--- src/rtl/c17_seq_output.sv ---
// c17 logic cone with a registered 2-entry elastic output buffer and valid/ready on both sides.
// Optional C17_MID_STAGE_EN adds a register stage inside the cone (latency 2 instead of 1).
module c17_seq_output #(
   parameter int DEPTH = 2,
   parameter int CNT_W = 16
) (
   input  logic             clock,
   input  logic             reset,
   input  logic             _1,
   input  logic             _2,
   input  logic             _3,
   input  logic             _6,
   input  logic             _7,
   input  logic             in_valid,
   output logic             in_ready,
   output logic             _22,
   output logic             _23,
   output logic             out_valid,
   input  logic             out_ready,
   output logic [CNT_W-1:0] xfer_cnt
);

   typedef enum logic [1:0] {
      EMPTY = 2'd0,
      ONE   = 2'd1,
      FULL  = 2'd2
   } state_t;

   state_t     state;
   logic [1:0] head_q;
   logic [1:0] skid_q;
   logic       accept;
   logic       pop;
   logic       push;
   logic [1:0] push_data;
   logic       n8;
   logic       n9;
   logic       n10;

   generate
      if (DEPTH != 2) begin : g_depth_check
         $error("c17_seq_output: DEPTH must be 2");
      end
   endgenerate

   assign n8  = _1 & _3;
   assign n9  = _3 & _6;
   assign n10 = _2 & ~n9;

   assign out_valid = (state != EMPTY);
   assign pop       = out_valid & out_ready;
   assign accept    = in_valid & in_ready;
   assign _22       = head_q[1];
   assign _23       = head_q[0];

`ifdef C17_MID_STAGE_EN
   logic mid_valid;
   logic mid_n8;
   logic mid_n9;
   logic mid_n10;
   logic mid_7;
   logic mid_advance;

   // The mid stage only drains into the buffer when a slot is free this cycle.
   assign mid_advance = mid_valid & ((state != FULL) | pop);
   assign in_ready    = ~mid_valid | mid_advance;
   assign push        = mid_advance;
   assign push_data   = {mid_n8 | mid_n10, mid_n10 | (mid_7 & ~mid_n9)};

   always_ff @(posedge clock) begin
      if (reset) begin
         mid_valid <= 1'b0;
         mid_n8    <= 1'b0;
         mid_n9    <= 1'b0;
         mid_n10   <= 1'b0;
         mid_7     <= 1'b0;
      end else if (in_ready) begin
         mid_valid <= in_valid;
         if (in_valid) begin
            mid_n8  <= n8;
            mid_n9  <= n9;
            mid_n10 <= n10;
            mid_7   <= _7;
         end
      end
   end
`else
   logic n12;

   assign n12       = _7 & ~n9;
   assign in_ready  = (state != FULL);
   assign push      = accept;
   assign push_data = {n8 | n10, n10 | n12};
`endif

   // Head feeds the outputs directly; skid only holds the second entry while FULL.
   always_ff @(posedge clock) begin
      if (reset) begin
         state    <= EMPTY;
         head_q   <= 2'b00;
         skid_q   <= 2'b00;
         xfer_cnt <= '0;
      end else begin
         if (accept) begin
            xfer_cnt <= xfer_cnt + CNT_W'(1);
         end
         case (state)
            EMPTY: begin
               if (push) begin
                  head_q <= push_data;
                  state  <= ONE;
               end
            end
            ONE: begin
               if (push && pop) begin
                  head_q <= push_data;
               end else if (push) begin
                  skid_q <= push_data;
                  state  <= FULL;
               end else if (pop) begin
                  state <= EMPTY;
               end
            end
            FULL: begin
               if (pop) begin
                  head_q <= skid_q;
                  if (push) begin
                     skid_q <= push_data;
                  end else begin
                     state <= ONE;
                  end
               end
            end
            default: state <= EMPTY;
         endcase
      end
   end

endmodule

--- config.mk ---
export PLATFORM = sky130hd
export DESIGN_NAME = c17_seq_output
export DESIGN_NICKNAME = d
export VERILOG_FILES = /design/src/rtl/c17_seq_output.sv
export SDC_FILE = /design/constraint.sdc
export NUM_CORES = 1
export LEC_CHECK = 0
export ABC_AREA = 1
export CELL_PAD_IN_SITES_DETAIL_PLACEMENT = 0
export CELL_PAD_IN_SITES_GLOBAL_PLACEMENT = 1
export CORE_MARGIN = 8
export CORE_UTILIZATION = 30
export CTS_CLUSTER_SIZE = 30
export DETAILED_ROUTE_END_ITERATION = 16
export DONT_BUFFER_PORTS = 1
export GPL_TIMING_DRIVEN = 0
export PLACE_DENSITY_LB_ADDON = 0.1
export SLEW_MARGIN = 40
export SYNTH_ARGS = -nofsm -noshare
export SYNTH_HDL_FRONTEND = slang
export SYNTH_SLANG_ARGS = --single-unit
--- constraint.sdc ---
create_clock -name clock -period 1.5 [get_ports clock]
set_input_delay 0.3 -clock clock [delete_from_list [all_inputs] [get_ports clock]]
set_output_delay 0.3 -clock clock [all_outputs]
set_load 0.01 [all_outputs]
### Word level (Yosys, flattened, before mapping)

Index checks and enable logic that the tools add are counted.

* input bits: 9
* bits in writable memories: 0
* memories kept: 0
* ROM bits: 0
* bits in latches: 0
* logic and storage cells: 46
* output and inout port bits: 20
* flip-flop bits (word level): 22

* magnitude comparators: 0
* reductions and logical operators: 8
* shifts and indexed selects: 0
* add/sub/neg operators: 1
* div/mod/pow operators: 0
* muxes and demuxes: 15
* multiply operators: 0
* bitwise operators: 9
* equal/unequal tests: 9

Operators by type and width (count)
* $mux 2: 12
* $add 16x1->16 const B: 1
* $ne 2x2->1 const B: 6
* $pmux 2 s3: 2
* $and 1x1->1: 6
* $reduce_and 5->1: 1
* $pmux 2 s2: 1
* $reduce_and 4->1: 1
* $reduce_bool 2->1: 2
* $ne 3x3->1 const B: 1
* $reduce_and 3->1: 1
* $reduce_bool 3->1: 1
* $eq 2x1->1 const B: 1
* $eq 2x2->1 const B: 1
* $logic_not 2->1: 1
* $or 1x1->1: 2
* $logic_and 1x1->1: 1
* $not 1->1: 1

### Logic depth before layout (Yosys ltp)

* depth in word-level cells: 7
* mapped depth: 10
* depth with buffers taken out: 10

### Worst setup path after synthesis

No wires, ideal clock.

* path kind: register -> register
* from: reg xfer_cnt[0]
* to: reg xfer_cnt[12]
* arrival: 1.252 ns
* data required time: 1.387 ns
* period minus slack after synthesis: 1.365 ns
* setup slack: 0.135 ns
* stages on the path, launching flop included: 9
* library setup time: 0.113 ns
* path buffers: 0
* path through: dfxtp_1 ha_1 nand3_1 nor2_8 nand2_4 inv_2 nand2_2 nor2_1 nor2_1

* longest elaborated chain between the ends: 1

Ends and longest elaborated chain
* from (decl): line 20 `output logic [CNT_W-1:0] xfer_cnt`
* from (signal assigned): line 105 `xfer_cnt <= xfer_cnt + CNT_W'(1);`
* $add 16x1->16: line 105

No other way between the ends.
A chain may end at the register's enable or synchronous reset.

### Worst setup path after layout

Same ends and word-level chain as after synthesis.

==> impl_table.tex <==
\begin{tabular}{lr}
\hline
Metric & Value \\
\hline
\multicolumn{2}{l}{\textbf{Yosys}} \\
\quad Top post-synthesis cells by count & sky130\_fd\_sc\_hd\_\_nand2\_1 (44), sky130\_fd\_sc\_hd\_\_nor2\_1 (31), sky130\_fd\_sc\_hd\_\_inv\_1 (25) \\
\quad Synthesized area & 1179 um\^{}2 \\
\quad Mux share of post-synthesis cell area & 0\% \\
\quad Post-Synthesis Cells & 175 \\
\quad Synth Area in Compound Gates & 10.19\% \\
\quad Most frequently used cell type in the post-synthesis netlist & sky130\_fd\_sc\_hd\_\_nand2\_1 \\
\quad Synthesized area divided by synthesized cell count & 6.735 um\^{}2 \\
\quad Main combinational cell family by area after synthesis & simple AND/OR/NAND/NOR gates \\
\quad Synth top area share & a little under two fifths \\
\quad XOR/XNOR Fraction of Synth Area & 0\% \\
\quad Flop and latch count out of synthesis & 22 \\
\quad Leading cell types by total area after synthesis & sky130\_fd\_sc\_hd\_\_dfxtp\_1 (37\%), sky130\_fd\_sc\_hd\_\_nand2\_1 (14\%), sky130\_fd\_sc\_hd\_\_nor2\_1 (9.9\%) \\
\quad Leading area contributor after synthesis & sky130\_fd\_sc\_hd\_\_dfxtp\_1 \\
\quad Fraction of the mapped netlist area in simple logic gates & 42.04\% \\
\quad Number of enable flip-flop cells after synthesis & 0 \\
\quad Post-synthesis sequential area ratio & approximately 37\% \\
\quad Count of unique library cells instantiated by Yosys & 25 \\
\quad Top FF cell, synth & sky130\_fd\_sc\_hd\_\_dfxtp\_1 \\
\quad Synthesized-area fraction occupied by adder cells & between 1 and 1.5\% \\
\quad Count of warnings emitted by yosys & 0 \\
\quad Post-Syn Nets & 185 \\
\quad Synth async-reset ratio & 0\% \\
\multicolumn{2}{l}{\textbf{Route}} \\
\quad Number of detailed-routing iterations run before antenna repair & 4 \\
\quad Antenna-violating nets left & 0 \\
\quad Wire length per cell after detailed routing & 12.47 um \\
\quad \# DRC & 0 \\
\quad Max Used Layer & met4 \\
\quad Met1 routed wirelength after detailed routing & 1315 um \\
\quad Via count & between 1000 and 1500 \\
\quad Wire length on met3 & approximately 210 um \\
\quad Detail Route met2 WL & 1256 um \\
\quad Via-per-instance ratio & about 4.6 \\
\quad Drt first-iter violations & 56 \\
\quad Total Wirelength & 2818 um \\
\multicolumn{2}{l}{\textbf{Finish}} \\
\quad Total number of nets in the final design & 190 \\
\quad Layout filler cell count & 424 \\
\quad Final instance area & 1290 um\^{}2 \\
\quad Diodes inserted & 0 \\
\quad Area added between synthesis and finish & 9.448\% \\
\quad Layout cell share with drive strength beyond 1 & 11.80\% \\
\quad Fin cells & around 230 \\
\multicolumn{2}{l}{\textbf{Setup path}} \\
\quad WS Path Type & register to register \\
\quad Crit end category & register \\
\quad Biggest fanout along the worst timing path & 5 \\
\quad Data required time of the worst path & between 1.5 and 2 ns \\
\quad Arrival time at the worst endpoint & 1.54 ns \\
\quad Category of the worst setup path launch point & register \\
\multicolumn{2}{l}{\textbf{Timing}} \\
\quad Minimum clock period & $\sim$1.3 ns \\
\quad Highest clock rate & 748.7 MHz \\
\quad Final critical-path share of the clock period & between 80\% and 90\% \\
\quad Count of final setup violators & 0 \\
\quad Worst clock skew on the final layout & 0.006032 ns \\
\quad RSZ-0062 raised after global routing & false \\
\quad Rel. slew slack & between 70\% and 80\% \\
\quad Slew at the pin closest to its max-slew limit & 0.4295 ns \\
\quad Number of endpoints with negative hold slack in the final report & 0 \\
\quad Max Transition Viols Final & 0 \\
\multicolumn{2}{l}{\textbf{Die}} \\
\quad Initial standard-cell utilization of the core & a little under a third \\
\quad Die outline area & approximately 6200 um\^{}2 \\
\quad Cell Rows & 22 \\
\quad IO Pins & 29 \\
\quad Area of the placeable core & between 3000 and 4000 um\^{}2 \\
\quad Die outline width & $\sim$80 um \\
\quad Vertical die dimension & 78.68 um \\
\multicolumn{2}{l}{\textbf{Placement}} \\
\quad Cell area after placement & $\sim$1200 um\^{}2 \\
\quad Total of buffers placed on input and output ports & 0 \\
\quad Gpl congestion & 0.8195 \\
\quad Final HPWL DP & roughly 2200 um \\
\quad Placed cells & 223 \\
\multicolumn{2}{l}{\textbf{CTS}} \\
\quad CTS tree & done \\
\quad Root cell of the clock tree & sky130\_fd\_sc\_hd\_\_clkbuf\_8 \\
\quad Max Buffers Root-to-Sink & 2 \\
\quad Number of buffers added to fix hold violations after cts & 0 \\
\quad Total number of clock tree sinks & 22 \\
\quad Source-to-sink clock delay at the later pin of the worst-skew pair & approximately 0.26 ns \\
\quad Total clock buffers created by CTS & 3 \\
\quad Clock transition time at the flip-flop clock pins of the worst setup and hold paths & 0.08 ns \\
\quad Deepest level of the CTS H-tree & 1 \\
\multicolumn{2}{l}{\textbf{Pwr}} \\
\quad Peak supply drop & 0.3205 mV \\
\quad Total power & approximately 0.0011 W \\
\quad Internal power contribution & 0.0008156 W \\
\quad Sequential share of power & 57.3\% \\
\quad Combinational fraction of design power & just over 9\% \\
\quad Net switching component of the power & 0.0002813 W \\
\quad Leakage power & 0.5887 nW \\
\quad Switching power share of the total & 25.64\% \\
\quad Clock network power share & 33.4\% \\
\quad Pwr dens & roughly 850 nW/um\^{}2 \\
\multicolumn{2}{l}{\textbf{GRT}} \\
\quad Largest net degree at the start of global routing & 12 \\
\quad Antenna violations before repair & 0 \\
\quad Global-route wire length before repair & 4823 um \\
\quad Overflow left after global routing & 0 \\
\quad Number of global-route vias before repair & 1020 \\
\quad GRT Total Usage & a little under a tenth \\
\multicolumn{2}{l}{\textbf{Min path}} \\
\quad Class of the most critical hold timing path & primary input to register \\
\multicolumn{2}{l}{\textbf{Job}} \\
\quad Number of maximum-capacitance violations & 0 \\
\multicolumn{2}{l}{\textbf{Status}} \\
\quad Outcome & finished clean \\
\hline
\end{tabular}
==> metal layers <==
metal | global-route usage (%) | vias up
met4 | 3.519 | 0
met2 | 15.49 | 16
met5 | 0 | -
li1 | - | 553
met3 | 3.417 | 4
met1 | 11.16 | 462
==> timing repair <==
| action | in CTS | in global routing |
|---|---|---|
| endpoints found under the setup margin | 2 | 5 |
| resized for setup | 2 | 2 |
| setup buffers | 0 | 0 |
==> power groups by stage <==
stage               clock, W  sequential, W  combinational, W
floorplan                  0       0.000637         0.0000826
global placement           0       0.000641         0.0000999
detailed placement         0       0.000641          0.000102
CTS                 0.000383       0.000629          0.000102
global route        0.000415       0.000633          0.000116
finish              0.000367       0.000629          0.000101
==> worst max-delay path, cell delays in order (launching register included) <==
cell and delay, ns:
sky130_fd_sc_hd__dfxtp_2 0.40, sky130_fd_sc_hd__ha_1 0.20, sky130_fd_sc_hd__nand3_2 0.15, sky130_fd_sc_hd__nor2_8 0.17
sky130_fd_sc_hd__nand2_4 0.07, sky130_fd_sc_hd__inv_2 0.06, sky130_fd_sc_hd__nand2_2 0.05, sky130_fd_sc_hd__nand2_1 0.06
sky130_fd_sc_hd__nand2_1 0.04, sky130_fd_sc_hd__nor2_1 0.08
==> final cells by class <==
class	instances	area [um^2]	share of cell area, %
Buffer	2	8.758	0.6790
Clock buffer	3	41.29	3.201
Inverter	27	101.3	7.856
Multi-Input combinational cell	124	635.6	49.27
Sequential cell	22	442.9	34.34
Tap cell	48	60.06	4.656
==> state kept, by name (all words and copies together), names as in the netlist <==
| name | cells |
|---|---|
| head_q | 2 |
| state | 2 |
| skid_q | 2 |
| xfer_cnt | 16 |
==> logic make-up (layout without fill, tap and decap cells) <==
group / count (synthesis) / count (layout)
and+or+nand+nor: 101 / 101
buffers and inverters: 29 / 32
AOI/OAI and AO/OA: 22 / 22
DFF: 22 / 22
adders and majority gates: 1 / 1
==> worst paths after layout <==
check | from | endpoint | slack, ns | cells after the start
max | xfer_cnt[0]$_SDFFE_PP0P_ | xfer_cnt[12]$_SDFFE_PP0P_ | 0.16 | 9
min | out_ready | skid_q[1]$_SDFFE_PP0P_ | 0.29 | 3
max reg2reg | xfer_cnt[0]$_SDFFE_PP0P_ | xfer_cnt[12]$_SDFFE_PP0P_ | 0.16 | 9
min reg2reg | skid_q[0]$_SDFFE_PP0P_ | skid_q[0]$_SDFFE_PP0P_ | 0.46 | 2
==> layout by cell type (no fill, tap or decap), drive strengths merged <==
cell type / Yosys / routed
inv: 27 / 27
clkbuf: 1 / 4
nor3b: 1 / 1
nand2: 48 / 48
nor2: 35 / 35
buf: 1 / 1
a21oi: 9 / 9
nand3: 8 / 8
o21ai: 9 / 9
dfxtp: 22 / 22
nand4: 5 / 5
nor3: 3 / 3
o21bai: 4 / 4
ha: 1 / 1
nor4: 1 / 1
==> through the flow <==
step | worst slack, ns | utilization [%] | TNS [ns] | hold WS [ns]
4_1_cts | 0.06641 | 34.51 | 0 | 0.2771
6_report | 0.1644 | 34.71 | 0 | 0.2888
3_3_place_gp | 0.007049 | 33.33 | 0 | 0.4370
5_1_grt | 0.01014 | 34.71 | 0 | 0.2897
2_1_floorplan | 0.1353 | - | 0 | 0.4243
3_5_place_dp | -0.02196 | 33.33 | -0.02196 | 0.4456
No activity file was read; power rests on OpenSTA's default activity.
